--- src/rtl/cla_pipe_adder.sv ---
// cla_pipe_adder
//   Pipelined two-level carry-lookahead adder/subtractor with valid/ready
//   handshaking on both sides. Bit generate/propagate feed a first lookahead
//   level over GROUP-bit groups and a second lookahead level across groups.
//   Results are registered over STAGES slices (1..3). The slices are split as
//   bit g/p | group lookahead | sum/flags, and fewer stages collapse the
//   earlier cuts first.
//
// Parameters
//   WIDTH  : operand width (multiple of GROUP, at least GROUP)
//   GROUP  : bits per first-level lookahead group
//   STAGES : pipeline depth and latency in cycles (1..3)
//
// Ports
//   clk        : clock, rising edge
//   rst        : synchronous active-high reset
//   in_valid   : operands present
//   in_ready   : operands accepted this cycle (== pipeline advance)
//   a, b       : operands
//   ci         : carry-in (add mode only)
//   sub        : 1 = a - b
//   out_valid  : result present
//   out_ready  : consumer takes result
//   sum        : result modulo 2^WIDTH
//   co         : carry-out of MSB (sub: 1 = no borrow)
//   ovf        : signed overflow
//   zero       : sum == 0
//
// Build option
//   CLA_PIPE_FLAGS_EN : when defined, ovf and zero are computed and pipelined;
//                       otherwise both are tied to 0 and their logic removed.

module cla_pipe_adder #(
    parameter int WIDTH  = 32,
    parameter int GROUP  = 4,
    parameter int STAGES = 2
) (
    input  logic             clk,
    input  logic             rst,
    input  logic             in_valid,
    output logic             in_ready,
    input  logic [WIDTH-1:0] a,
    input  logic [WIDTH-1:0] b,
    input  logic             ci,
    input  logic             sub,
    output logic             out_valid,
    input  logic             out_ready,
    output logic [WIDTH-1:0] sum,
    output logic             co,
    output logic             ovf,
    output logic             zero
);

    localparam int NG = WIDTH / GROUP;

    // One global enable: the whole pipeline moves together, so bubbles keep
    // their positions and in_ready is the only combinational input path.
    logic adv;
    assign adv      = !out_valid || out_ready;
    assign in_ready = adv;

    // Bit-level generate/propagate; subtraction is a + ~b + 1.
    logic [WIDTH-1:0] b_x, g_bit, p_bit;
    logic             c_in;
    assign b_x   = sub ? ~b : b;
    assign g_bit = a & b_x;
    assign p_bit = a ^ b_x;
    assign c_in  = sub | ci;

    logic [WIDTH-1:0] g_la, p_la;
    logic             c_la, v_la;

    // Slice after bit g/p exists only in the three-stage build.
    generate
        if (STAGES >= 3) begin : g_slice_gp
            always_ff @(posedge clk) begin
                if (rst) begin
                    v_la <= 1'b0;
                    g_la <= '0;
                    p_la <= '0;
                    c_la <= 1'b0;
                end else if (adv) begin
                    v_la <= in_valid;
                    g_la <= g_bit;
                    p_la <= p_bit;
                    c_la <= c_in;
                end
            end
        end else begin : g_pass_gp
            assign v_la = in_valid;
            assign g_la = g_bit;
            assign p_la = p_bit;
            assign c_la = c_in;
        end
    endgenerate

    // Two-level lookahead. Every carry is a sum-of-products of g/p terms and
    // a single carry source (c_la for groups, the group carry-in for bits);
    // no carry is derived from its neighbour, so nothing ripples.
    logic [NG-1:0]  grp_g, grp_p;
    logic [NG:0]    grp_c;
    logic [WIDTH:0] c;
    logic           run, acc;

    always_comb begin
        grp_g = '0;
        grp_p = '0;
        grp_c = '0;
        c     = '0;
        run   = 1'b0;
        acc   = 1'b0;
        for (int j = 0; j < NG; j++) begin
            acc = 1'b0;
            run = 1'b1;
            for (int k = GROUP - 1; k >= 0; k--) begin
                acc = acc | (g_la[j*GROUP+k] & run);
                run = run & p_la[j*GROUP+k];
            end
            grp_g[j] = acc;
            grp_p[j] = run;
        end
        grp_c[0] = c_la;
        for (int j = 0; j < NG; j++) begin
            acc = 1'b0;
            run = 1'b1;
            for (int k = NG - 1; k >= 0; k--) begin
                if (k <= j) begin
                    acc = acc | (grp_g[k] & run);
                    run = run & grp_p[k];
                end
            end
            grp_c[j+1] = acc | (run & c_la);
        end
        for (int j = 0; j < NG; j++) begin
            c[j*GROUP] = grp_c[j];
            for (int i = 1; i < GROUP; i++) begin
                acc = 1'b0;
                run = 1'b1;
                for (int k = GROUP - 1; k >= 0; k--) begin
                    if (k < i) begin
                        acc = acc | (g_la[j*GROUP+k] & run);
                        run = run & p_la[j*GROUP+k];
                    end
                end
                c[j*GROUP+i] = acc | (run & grp_c[j]);
            end
        end
        c[WIDTH] = grp_c[NG];
    end

    logic [WIDTH-1:0] sum_la;
    logic             co_la;
    assign sum_la = p_la ^ c[WIDTH-1:0];
    assign co_la  = c[WIDTH];

    logic [WIDTH-1:0] sum_fl;
    logic             co_fl, v_fl;
`ifdef CLA_PIPE_FLAGS_EN
    logic ovf_la, ovf_fl, zero_fl;
    assign ovf_la = c[WIDTH] ^ c[WIDTH-1];
`endif

    // Slice after group lookahead exists for two or more stages.
    generate
        if (STAGES >= 2) begin : g_slice_la
            always_ff @(posedge clk) begin
                if (rst) begin
                    v_fl   <= 1'b0;
                    sum_fl <= '0;
                    co_fl  <= 1'b0;
`ifdef CLA_PIPE_FLAGS_EN
                    ovf_fl <= 1'b0;
`endif
                end else if (adv) begin
                    v_fl   <= v_la;
                    sum_fl <= sum_la;
                    co_fl  <= co_la;
`ifdef CLA_PIPE_FLAGS_EN
                    ovf_fl <= ovf_la;
`endif
                end
            end
        end else begin : g_pass_la
            assign v_fl   = v_la;
            assign sum_fl = sum_la;
            assign co_fl  = co_la;
`ifdef CLA_PIPE_FLAGS_EN
            assign ovf_fl = ovf_la;
`endif
        end
    endgenerate

`ifdef CLA_PIPE_FLAGS_EN
    assign zero_fl = ~|sum_fl;
    logic ovf_q, zero_q;
`endif

    // Output slice is always present; it is what the consumer sees and holds
    // steady while out_ready is low.
    always_ff @(posedge clk) begin
        if (rst) begin
            out_valid <= 1'b0;
            sum       <= '0;
            co        <= 1'b0;
`ifdef CLA_PIPE_FLAGS_EN
            ovf_q     <= 1'b0;
            zero_q    <= 1'b0;
`endif
        end else if (adv) begin
            out_valid <= v_fl;
            sum       <= sum_fl;
            co        <= co_fl;
`ifdef CLA_PIPE_FLAGS_EN
            ovf_q     <= ovf_fl;
            zero_q    <= zero_fl;
`endif
        end
    end

`ifdef CLA_PIPE_FLAGS_EN
    assign ovf  = ovf_q;
    assign zero = zero_q;
`else
    assign ovf  = 1'b0;
    assign zero = 1'b0;
`endif

endmodule

--- config.mk ---
export PLATFORM = sky130hd
export DESIGN_NAME = cla_pipe_adder
export DESIGN_NICKNAME = d
export VERILOG_FILES = /design/src/rtl/cla_pipe_adder.sv
export SDC_FILE = /design/constraint.sdc
export NUM_CORES = 1
export LEC_CHECK = 0
export CORE_MARGIN = 2
export CORE_UTILIZATION = 50
export DETAILED_ROUTE_END_ITERATION = 10
export PLACE_DENSITY = 0.8
export SLEW_MARGIN = 20
export SYNTH_ARGS = -nofsm -noshare
export SYNTH_HDL_FRONTEND = slang
export SYNTH_SLANG_ARGS = --single-unit
--- constraint.sdc ---
create_clock -name clk -period 11.9 [get_ports clk]
set_input_delay 3.57 -clock clk [delete_from_list [all_inputs] [get_ports clk]]
set_output_delay 3.57 -clock clk [all_outputs]
set_load 0.05 [all_outputs]
==> results_tabular.tex, run 1 <==
\begin{tabular}{lr}
\hline
Metric & Value \\
\hline
\multicolumn{2}{l}{\textbf{STA}} \\
Slew HR & 0.409 \\
Maximum frequency from static timing analysis & 104 MHz \\
Period utilisation layout & 0.809 \\
Setup TNS & 0 ps \\
Worst-case hold slack & 450 ps \\
Fin worst setup slack & $\sim$2300 ps \\
RSZ-0062 raised after global routing & false \\
Max-slew violations & 0 \\
Setup violators final & 0 \\
Final clock skew & roughly 3.1 ps \\
Final-report hold violation count & 0 \\
Clock period minus final worst setup slack & $\sim$9600 ps \\
Actual transition at the worst max-transition pin & 887 ps \\
\multicolumn{2}{l}{\textbf{Floorplan}} \\
Initial cell density of the core & 0.514 \\
Die height & 93.2 µm \\
Placement row count & 32 \\
Boundary Pins & $\sim$110 \\
Core region area & about 0.0077 mm² \\
Overall die width & just over 90 µm \\
Die outline area & 0.00868 mm² \\
\multicolumn{2}{l}{\textbf{Yosys}} \\
Post-synth top area cell & dfxtp\_1 \\
Cell count after synthesis & approximately 480 \\
Number of enable flip-flop cells after synthesis & 0 \\
Fraction of synthesis flops using an asynchronous set or reset pin & 0 \\
Most common cell in the netlist & nand2\_1 \\
Main area contributors after synthesis & dfxtp\_1 (34\%), nand2\_1 (11\%), ha\_1 (10\%) \\
Per-instance average area after synthesis & around 8.2 µm² \\
Top FF cell, synth & dfxtp\_1 \\
Count of distinct cell types in the synthesized netlist & 42 \\
Count of yosys warnings during synthesis & 0 \\
Flip-flop and latch count after synthesis & 68 \\
Post-synth top area share & 0.343 \\
Most numerous cell types in the synthesized netlist & nand2\_1 (116), a21oi\_1 (70), dfxtp\_1 (68) \\
Sequential area share after synthesis & 0.343 \\
Cell area after synthesis & $\sim$0.0040 mm² \\
\multicolumn{2}{l}{\textbf{Setup path}} \\
Signal arrival time at the worst endpoint & between 6000 and 7000 ps \\
R2R Path Start & out\_valid \\
Biggest cell delay along the critical path & between 900 and 1000 ps \\
Worst Reg2Reg Path Length in Cells & 7 \\
Critical path fanouts, max & 74 \\
Worst setup path start & out\_ready \\
Crit path depth & 6 \\
WP buf/inv & 5 \\
Capture point of the critical path & in\_ready \\
Kind of cell adding the most delay to the critical path & buffers and inverters \\
Library cell contributing the largest single delay on the critical path & clkdlybuf4s50\_1 \\
Type of origin of the critical path & input port \\
CP Class & in2out \\
Critical path capture point type & output pin \\
Worst path cell trace & clkdlybuf4s50\_1, nor2b\_4, buf\_4, inv\_2, buf\_4, clkdlybuf4s50\_1 \\
Setup slack of the most critical reg-to-reg path & around 9800 ps \\
Worst flop-to-flop path endpoint & sum\_fl[30] \\
Worst path required time & between 8000 and 9000 ps \\
\multicolumn{2}{l}{\textbf{Routing}} \\
Number of iterations in the first detailed-routing pass & 5 \\
Final WL & between 8 and 9 mm \\
Number of vias after detailed routing & between 3,000 and 4,000 \\
Final antenna-violating net count & 0 \\
Initial drt markers & 176 \\
Via/cell ratio & between 5 and 6 \\
Detailed-route wire length per cell & 13.2 µm \\
DRC errors left & 0 \\
\multicolumn{2}{l}{\textbf{Finish}} \\
Total non-filler cell area in the finished layout & $\sim$0.0052 mm² \\
Sequential cell area & approximately 0.0014 mm² \\
Share of the core filled with cells & 0.679 \\
Diodes inserted & 0 \\
Number of non-filler instances in the completed layout & around 700 \\
Fraction of layout instances using a drive strength above 1 & 0.0519 \\
Nets & slightly below 700 \\
Count of fill cells added during filler insertion & roughly 630 \\
Area used by multi-input combinational logic & around 0.0024 mm² \\
Post-synthesis to final-layout area growth & 32.0\% \\
\multicolumn{2}{l}{\textbf{Hold path}} \\
Number of instances on the worst hold path & 2 \\
Hold WC Path Type & reg2reg \\
\multicolumn{2}{l}{\textbf{Global route}} \\
Maximum number of pins on one net before global-route repair & between 70 and 80 \\
Via count of the first global-routing pass & between 3,000 and 4,000 \\
Global routing usage summed across all routing layers & 0.208 \\
Number of antenna violations at the first check in global routing & 0 \\
Total congestion overflow after global routing & 0 \\
First-pass GRT wire length & between 10 and 15 mm \\
\multicolumn{2}{l}{\textbf{Clocking}} \\
H-tree levels & 3 \\
Hold\_buf cts & 0 \\
Cts bufs inserted & 9 \\
Largest buffer count on any clock path & 2 \\
Number of setup buffers added after CTS & 0 \\
Post-CTS clock slew at the launch and capture registers of the worst setup and hold paths & about 70 ps \\
CTS tree & yes \\
Cell chosen for the clock root & clkbuf\_8 \\
Clock latency on the worst-skew pair & roughly 340 ps \\
Number of clock sinks & 68 \\
Gates resized, CTS repair & 0 \\
\multicolumn{2}{l}{\textbf{Run}} \\
MaxCap Viol Count & 0 \\
\multicolumn{2}{l}{\textbf{Power and ir drop}} \\
Peak supply drop & between 0.06 and 0.07 mV \\
Power Density & 140 mW/mm² \\
Tot Pwr & 0.735 mW \\
Leak pwr & 2.21 nW \\
\multicolumn{2}{l}{\textbf{Placed design}} \\
Post-Place Worst Slack & around 2300 ps \\
Post-DP HPWL & roughly 6.7 mm \\
Number of placed instances with taps included & $\sim$660 \\
Area of placed instances & a little over 0.005 mm² \\
I/O Buffers & around 100 \\
Weighted congestion reported at the end of routability-driven placement & a little under 0.9 \\
\multicolumn{2}{l}{\textbf{Status}} \\
Result of the run & finished clean \\
\hline
\end{tabular}
==> power by group <==
part           switching [mW]  total [mW]  internal, mW
clock network          0.0831       0.191         0.108
registers              0.0181       0.280         0.262
logic                   0.151       0.264         0.114
total                   0.252       0.735         0.483
==> worst reg2reg max path: stages (launching register included) <==
cell and delay, ps:
dfxtp_1 310, nor2b_4 120, buf_4 310, inv_2 120, buf_4 550, nand3b_1 190
or3_1 360, nand3_1 90
==> cells in the final DEF (no fill, tap or decap), types with 3 or more instances in the layout <==
master,netlist,final
a211oi_1,9,9
ha_1,32,32
dfxtp_1,68,68
nor2_1,13,13
clkdlybuf4s50_1,0,102
nand3_1,5,5
clkbuf_8,0,11
a21oi_1,70,70
or3_1,3,3
fa_1,8,8
nand2_1,116,116
nor3_1,5,5
a21o_1,9,9
o21bai_1,3,3
buf_4,2,3
nand3b_1,4,4
inv_1,23,22
xor2_1,38,38
o21ai_0,6,6
o21ai_2,3,3
xnor2_1,14,14
==> worst min-delay path by stage <==
stage	start	end
after floorplan	sum_fl[31]	sum[31]
after global placement	sum_fl[5]	sum_fl[5]
after detailed placement	sum[31]	sum[31]
after CTS	sum[31]	sum[31]
after global routing	sum_fl[25]	sum_fl[25]
final	sum[8]	sum[8]
==> area by class of cell <==
| cell class | count | share of cell area |
|---|---|---|
| clock inverters | 4 | 0.00906 |
| inverters | 23 | 0.0165 |
| well taps | 102 | 0.0243 |
| repair buffers | 107 | 0.201 |
| clock buffers | 12 | 0.0296 |
| multi-input cells | 364 | 0.460 |
| flip-flops and latches | 68 | 0.260 |
==> cells by family (layout without fill, tap and decap cells) <==
group,count (synthesis),count (layout),synth area share
AND/OR/NAND/NOR,157,157,0.168
AO/OA/AOI/OAI,112,112,0.178
XOR/XNOR,52,52,0.115
multiplexers,1,1,0.00252
buffers and inverters,52,146,0.0529
adder cells (fa/ha/maj),40,40,0.141
other,1,2,0.000944
flip-flops,68,68,0.343
==> state kept, by name, summed over array words and instances, names as in the netlist <==
name       count
v_fl           1
sum           32
sum_fl        32
co_fl          1
out_valid      1
co             1
==> layer usage <==
metal | share of wire | routed length (µm) | GRT usage
met2 | 0.49 | 4390 | 0.340
met4 | 0.014 | 123 | 0.0735
met5 | 0 | 0 | 0
met3 | 0.049 | 441 | 0.0322
met1 | 0.45 | 3990 | 0.280
(Power assumes the default switching activity.)
==> inputs of run 2 (changes only) <==
--- a/config.mk
+++ b/config.mk
@@ -6,9 +6,9 @@
 export NUM_CORES = 1
 export LEC_CHECK = 0
 export CORE_MARGIN = 2
-export CORE_UTILIZATION = 50
+export CORE_UTILIZATION = 49
 export DETAILED_ROUTE_END_ITERATION = 10
-export PLACE_DENSITY = 0.8
+export PLACE_DENSITY = 0.79
 export SLEW_MARGIN = 20
 export SYNTH_ARGS = -nofsm -noshare
 export SYNTH_HDL_FRONTEND = slang
==> constraint.sdc (replaced) <==
create_clock -name clk -period 9.02 [get_ports clk]
set_input_delay 2.706 -clock clk [delete_from_list [all_inputs] [get_ports clk]]
set_output_delay 2.706 -clock clk [all_outputs]
set_load 0.05 [all_outputs]
==> results_tabular.tex, run 2 (synthesis gave the netlist of run 1 again) <==
\begin{tabular}{lr}
\hline
Metric & Value \\
\hline
\multicolumn{2}{l}{\textbf{Global route}} \\
Total congestion overflow after global routing & 0 (unchanged) \\
Met3 global-route usage & 0.0297 (-0.00254) \\
Number of antenna violations at the first check in global routing & 0 (unchanged) \\
Met1 usage in global routing & 0.290 (+0.0101) \\
Via count of the first global-routing pass & 3,235 (-2.2\%) \\
Met2 routing resource usage after global routing & 0.339 (-0.00129) \\
First-pass GRT wire length & 14.8 mm (+1.7\%) \\
Maximum number of pins on one net before global-route repair & 76 (unchanged) \\
Global routing usage summed across all routing layers & 0.211 (+0.00290) \\
Peak-usage layer in the global routing report & met2 \\
\multicolumn{2}{l}{\textbf{Placed design}} \\
Post-DP HPWL & 6.88 mm (+2.4\%) \\
Area of placed instances & 0.00504 mm² (unchanged) \\
Weighted congestion reported at the end of routability-driven placement & 0.878 (-1.4\%) \\
I/O Buffers & 104 (unchanged) \\
\multicolumn{2}{l}{\textbf{STA}} \\
Clock period minus final worst setup slack & between 6000 and 7000 ps \\
Max-slew violations & 0 (unchanged) \\
Final-report hold violation count & 0 (unchanged) \\
Setup violators final & 0 (unchanged) \\
Slew HR & 0.392 (-0.0168) \\
Actual transition at the worst max-transition pin & 912 ps (+25.1 ps) \\
RSZ-0062 raised after global routing & false \\
Period utilisation layout & 0.759 \\
Maximum frequency from static timing analysis & approximately 150 MHz \\
Final clock skew & 5.62 ps (+2.48 ps) \\
Setup TNS & 0 ps (unchanged) \\
\multicolumn{2}{l}{\textbf{Clocking}} \\
CTS tree & yes \\
Cell chosen for the clock root & clkbuf\_8 \\
Clock latency on the worst-skew pair & 340 ps (about the same) \\
Post-CTS clock slew at the launch and capture registers of the worst setup and hold paths & 70 ps (about the same) \\
Largest buffer count on any clock path & 2 (unchanged) \\
Number of clock sinks & 68 (unchanged) \\
Hold\_buf cts & 0 (unchanged) \\
Number of setup buffers added after CTS & 0 (unchanged) \\
Gates resized, CTS repair & 0 (unchanged) \\
Cts bufs inserted & 9 (unchanged) \\
H-tree levels & 3 (unchanged) \\
\multicolumn{2}{l}{\textbf{Power and ir drop}} \\
Peak supply drop & 0.0742 mV (+20\%) \\
Power Density & 186 mW/mm² (+33\%) \\
Tot Pwr & 0.976 mW (+33\%) \\
Leak pwr & 2.21 nW (about the same) \\
\multicolumn{2}{l}{\textbf{Status}} \\
Result of the run & finished clean \\
\multicolumn{2}{l}{\textbf{Finish}} \\
Nets & 683 (unchanged) \\
Post-synthesis to final-layout area growth & 32.2\% \\
Diodes inserted & 0 (unchanged) \\
Count of fill cells added during filler insertion & 650 (+3.0\%) \\
Most common cell after layout, fill and taps aside & nand2\_1 \\
Fraction of layout instances using a drive strength above 1 & 0.0536 (+0.00173) \\
Leading registers by flop count & sum (32), sum\_fl (32) \\
Commonest cells after routing, fill and taps aside & nand2\_1 (116), clkdlybuf4s50\_1 (102), a21oi\_1 (70), dfxtp\_1 (68), xor2\_1 (38) \\
Total non-filler cell area in the finished layout & 0.00525 mm² (+0.14\%) \\
\multicolumn{2}{l}{\textbf{Routing}} \\
Number of vias after detailed routing & 3,494 (-0.63\%) \\
Final WL & 8.95 mm (about the same) \\
Via/cell ratio & 5.14 (-0.63\%) \\
Final antenna-violating net count & 0 (unchanged) \\
Number of iterations in the first detailed-routing pass & 4 (-1) \\
DRC errors left & 0 (unchanged) \\
Detailed-route wire length per cell & 13.2 µm (about the same) \\
Initial drt markers & 218 (+24\%) \\
\multicolumn{2}{l}{\textbf{Setup path}} \\
Setup slack of the most critical reg-to-reg path & 7360 ps (-2440 ps) \\
Critical path capture point type & output pin \\
Worst flop-to-flop path endpoint & sum\_fl[30] \\
Worst path required time & 6310 ps (-2020 ps) \\
Signal arrival time at the worst endpoint & 4140 ps (-1920 ps) \\
Library cell contributing the largest single delay on the critical path & clkdlybuf4s50\_1 \\
Most common cell on crit path & clkdlybuf4s50\_1 \\
CP Class & in2out \\
Worst setup path start & out\_ready \\
Worst path cell trace & clkdlybuf4s50\_1, nor2b\_4, inv\_2, clkdlybuf4s50\_1 \\
Worst Reg2Reg Path Length in Cells & 6 (-1) \\
R2R Path Start & out\_valid \\
Type of origin of the critical path & input port \\
Capture point of the critical path & in\_ready \\
Biggest cell delay along the critical path & 800 ps (-140 ps) \\
Critical path fanouts, max & 2 (-97\%) \\
\multicolumn{2}{l}{\textbf{Floorplan}} \\
Placement row count & 32 (unchanged) \\
Core region area & 0.00781 mm² (+1.0\%) \\
Boundary Pins & 107 (unchanged) \\
Initial cell density of the core & 0.509 (-0.00527) \\
Die height & 94.1 µm (+0.97\%) \\
Overall die width & 94.1 µm (+0.97\%) \\
Die outline area & 0.00885 mm² (+2.0\%) \\
\multicolumn{2}{l}{\textbf{Run}} \\
MaxCap Viol Count & 0 (unchanged) \\
\multicolumn{2}{l}{\textbf{Hold path}} \\
Hold WC Path Type & reg2reg \\
Number of instances on the worst hold path & 2 (unchanged) \\
\hline
\end{tabular}
-- run 2: cell count changes in the layout (fill, tap and decap cells not counted) --
cell        previous run  this run
clkbuf_1               1         0
clkinv_2               2         1
clkinvlp_4             1         2
inv_6                  0         1
-- run 2: critical path: cells and delay by family --
family / cells / cell delay [ps]
buf+inv: 3 / 1370
simple gates: 1 / 60
-- run 2: worst min path at each step --
stage / startpoint / endpoint
global placement: sum_fl[10] / sum_fl[10]
CTS: sum[28] / sum[28]
detailed placement: sum[28] / sum[28]
finish: sum[28] / sum[28]
global route: sum_fl[27] / sum_fl[27]
floorplan: sum_fl[31] / sum[31]
-- run 2: final cells by class --
type,instances,area [µm²],share of cell area
Tap cell,102,128,0.0243
Clock buffer,11,151,0.0288
Inverter,23,86.3,0.0164
Sequential cell,68,1360,0.259
Multi-Input combinational cell,364,2410,0.460
Clock inverter,5,58.8,0.0112
Timing Repair Buffer,107,1050,0.201
-- run 2: per-layer routing --
layer,vias up,wire [µm]
met4,0,142
li1,1782,-
met5,-,0
met3,13,428
met2,94,4390
met1,1605,3990
-- run 2: per-stage QoR --
stage	worst slack [ps]	hold WS, ps	cells	utilization
floorplan	2610	432	484	-
global placement	2170	440	664	0.646
detailed placement	2180	445	664	0.646
CTS	2160	454	680	0.673
global route	2140	466	680	0.673
finish	2180	451	680	0.673
-- run 2: where the power goes --
part | internal [mW] | switching, mW
Combinational | 0.151 | 0.199
Sequential | 0.345 | 0.0233
Clock | 0.143 | 0.115
==> inputs of run 3 (changes only) <==
==> constraint.sdc (replaced) <==
create_clock -name clk -period 6.3 [get_ports clk]
set_input_delay 1.89 -clock clk [delete_from_list [all_inputs] [get_ports clk]]
set_output_delay 1.89 -clock clk [all_outputs]
set_load 0.05 [all_outputs]
==> results_tabular.tex, run 3 (synthesis gave the netlist of run 1 again) <==
\begin{tabular}{lr}
\hline
Metric & Value \\
\hline
\multicolumn{2}{l}{\textbf{STA}} \\
Setup violators final & 0 (unchanged) \\
Setup TNS & 0 ps (unchanged) \\
Period utilisation layout & 0.833 \\
Actual transition at the worst max-transition pin & 673 ps (-239 ps) \\
Slew HR & 0.551 (+0.160) \\
RSZ-0062 raised after global routing & false \\
Maximum frequency from static timing analysis & 191 MHz \\
Max-slew violations & 0 (unchanged) \\
Final clock skew & 5.74 ps (+0.113 ps) \\
Final-report hold violation count & 0 (unchanged) \\
Clock period minus final worst setup slack & roughly 5200 ps \\
Fin worst setup slack & 1050 ps (-1130 ps) \\
\multicolumn{2}{l}{\textbf{Setup path}} \\
Critical path fanouts, max & 24 (+22) \\
Signal arrival time at the worst endpoint & 5500 ps (+1360 ps) \\
WP buf/inv & 1 (-2) \\
Library cell contributing the largest single delay on the critical path & buf\_2 \\
Biggest cell delay along the critical path & 490 ps (-310 ps) \\
Setup slack of the most critical reg-to-reg path & 4610 ps (-2750 ps) \\
Kind of cell adding the most delay to the critical path & compound AO/OA/AOI/OAI gates \\
CP Class & in2reg \\
Worst path required time & 6550 ps (+240 ps) \\
Worst path cell trace & buf\_2, xor2\_1, ha\_1, a21o\_1, a21oi\_1, o21ai\_2, a311oi\_4, o221ai\_2, a221oi\_4, o21ai\_0, a21oi\_1, fa\_1, a211oi\_1 \\
Critical path capture point type & flip-flop \\
Type of origin of the critical path & input port \\
Most common cell on crit path & a21oi\_1 \\
\multicolumn{2}{l}{\textbf{Hold path}} \\
Hold WC Path Type & reg2reg \\
\multicolumn{2}{l}{\textbf{Power and ir drop}} \\
Power Density & 254 mW/mm² (+37\%) \\
Peak supply drop & 0.104 mV (+40\%) \\
Leak pwr & 2.19 nW (-0.87\%) \\
\multicolumn{2}{l}{\textbf{Global route}} \\
Global routing usage summed across all routing layers & 0.216 (+0.00520) \\
Via count of the first global-routing pass & 3,299 (+2.0\%) \\
Total congestion overflow after global routing & 0 (unchanged) \\
Number of antenna violations at the first check in global routing & 0 (unchanged) \\
First-pass GRT wire length & 15.1 mm (+2.2\%) \\
Maximum number of pins on one net before global-route repair & 74 (-2.6\%) \\
\multicolumn{2}{l}{\textbf{Floorplan}} \\
Die outline area & 0.00885 mm² (unchanged) \\
Initial cell density of the core & 0.509 (unchanged) \\
Overall die width & 94.1 µm (unchanged) \\
Boundary Pins & 107 (unchanged) \\
Die height & 94.1 µm (unchanged) \\
Placement row count & 32 (unchanged) \\
Core region area & 0.00781 mm² (unchanged) \\
\multicolumn{2}{l}{\textbf{Finish}} \\
Post-synthesis to final-layout area growth & 31.0\% \\
Area used by multi-input combinational logic & 0.00241 mm² (unchanged) \\
Sequential cell area & 0.00136 mm² (unchanged) \\
Most common cell after layout, fill and taps aside & nand2\_1 \\
Commonest cells after routing, fill and taps aside & nand2\_1 (116), clkdlybuf4s50\_1 (102), a21oi\_1 (70), dfxtp\_1 (68), xor2\_1 (38) \\
Leading registers by flop count & sum (32), sum\_fl (32) \\
Fraction of layout instances using a drive strength above 1 & 0.0519 (-0.00173) \\
Nets & 684 (+0.15\%) \\
Share of the core filled with cells & 0.667 (-0.00577) \\
Count of fill cells added during filler insertion & 661 (+1.7\%) \\
Diodes inserted & 0 (unchanged) \\
\multicolumn{2}{l}{\textbf{Routing}} \\
DRC errors left & 0 (unchanged) \\
Via/cell ratio & 5.13 (-0.17\%) \\
Final antenna-violating net count & 0 (unchanged) \\
Initial drt markers & 187 (-14\%) \\
Final WL & 9.27 mm (+3.5\%) \\
Detailed-route wire length per cell & 13.6 µm (+3.5\%) \\
Number of iterations in the first detailed-routing pass & 4 (unchanged) \\
Number of vias after detailed routing & 3,488 (-0.17\%) \\
\multicolumn{2}{l}{\textbf{Clocking}} \\
Post-CTS clock slew at the launch and capture registers of the worst setup and hold paths & 70 ps (about the same) \\
Number of clock sinks & 68 (unchanged) \\
Cts bufs inserted & 9 (unchanged) \\
Clock latency on the worst-skew pair & 340 ps (about the same) \\
Gates resized, CTS repair & 0 (unchanged) \\
Hold\_buf cts & 0 (unchanged) \\
Cell chosen for the clock root & clkbuf\_8 \\
Largest buffer count on any clock path & 2 (unchanged) \\
H-tree levels & 3 (unchanged) \\
Number of setup buffers added after CTS & 0 (unchanged) \\
CTS tree & yes \\
\multicolumn{2}{l}{\textbf{Placed design}} \\
Post-DP HPWL & 7.12 mm (+3.5\%) \\
I/O Buffers & 104 (unchanged) \\
Weighted congestion reported at the end of routability-driven placement & 0.950 (+8.2\%) \\
Post-Place Worst Slack & 686 ps (-1490 ps) \\
\multicolumn{2}{l}{\textbf{Status}} \\
Result of the run & finished clean \\
\multicolumn{2}{l}{\textbf{Run}} \\
MaxCap Viol Count & 0 (unchanged) \\
\hline
\end{tabular}
[run 3: changes by cell type in the layout (fill, tap and decap cells not counted), sizes merged]
cell / before / now
buf: 5 / 6
inv: 24 / 23
clkbuf: 11 / 10
clkinv: 1 / 3
bufinv: 1 / 0
[run 3: routing by layer]
layer / global-route usage / routed length (µm) / up-vias / part of all wire
met5: 0 / 0 / - / 0
met4: 0.0700 / 177 / 0 / 0.019
met3: 0.0273 / 434 / 18 / 0.047
met2: 0.355 / 4440 / 101 / 0.48
met1: 0.295 / 4220 / 1587 / 0.46
li1: - / - / 1782 / -
[run 3: tightest hold or removal path: stages (launching register included)]
cell and delay [ps]:
dfxtp_1 310, nand2_1 50, a21oi_1 50
[run 3: final cells by class]
cell class	instances	area share
clock inverter	5	0.00577
tap	102	0.0245
inverter	23	0.0166
multi-input combinational	364	0.463
timing repair buffer	108	0.204
clock buffer	10	0.0245
sequential	68	0.261
[run 3: path summary, 6_finish.rpt]
check | startpoint | to | cells after the start
worst max-delay path | sub | sum_fl[28] | 13
worst min-delay path | sum[21] | sum[21] | 2
worst max register to register | out_valid | sum_fl[30] | 6
worst min register to register | sum[21] | sum[21] | 2
[run 3: report_power, final]
part	leakage (nW)	internal (mW)	switching, mW	total (mW)
Clock	0.0779	0.138	0.158	0.296
Combinational	1.55	0.215	0.286	0.501
Sequential	0.562	0.494	0.0335	0.528
[run 3: stage by stage]
| stage | cells | hold WS, ps | total power, mW | cell area (µm²) |
|---|---|---|---|---|
| 4_1_cts | 680 | 451 | 1.33 | 5210 |
| 3_5_place_dp | 665 | 444 | 1.04 | 5050 |
| 3_3_place_gp | 665 | 440 | 1.02 | 5050 |
| 2_1_floorplan | 484 | 432 | 0.875 | 3980 |
| 5_1_grt | 680 | 471 | 1.40 | 5210 |
| 6_report | 680 | 449 | 1.33 | 5210 |
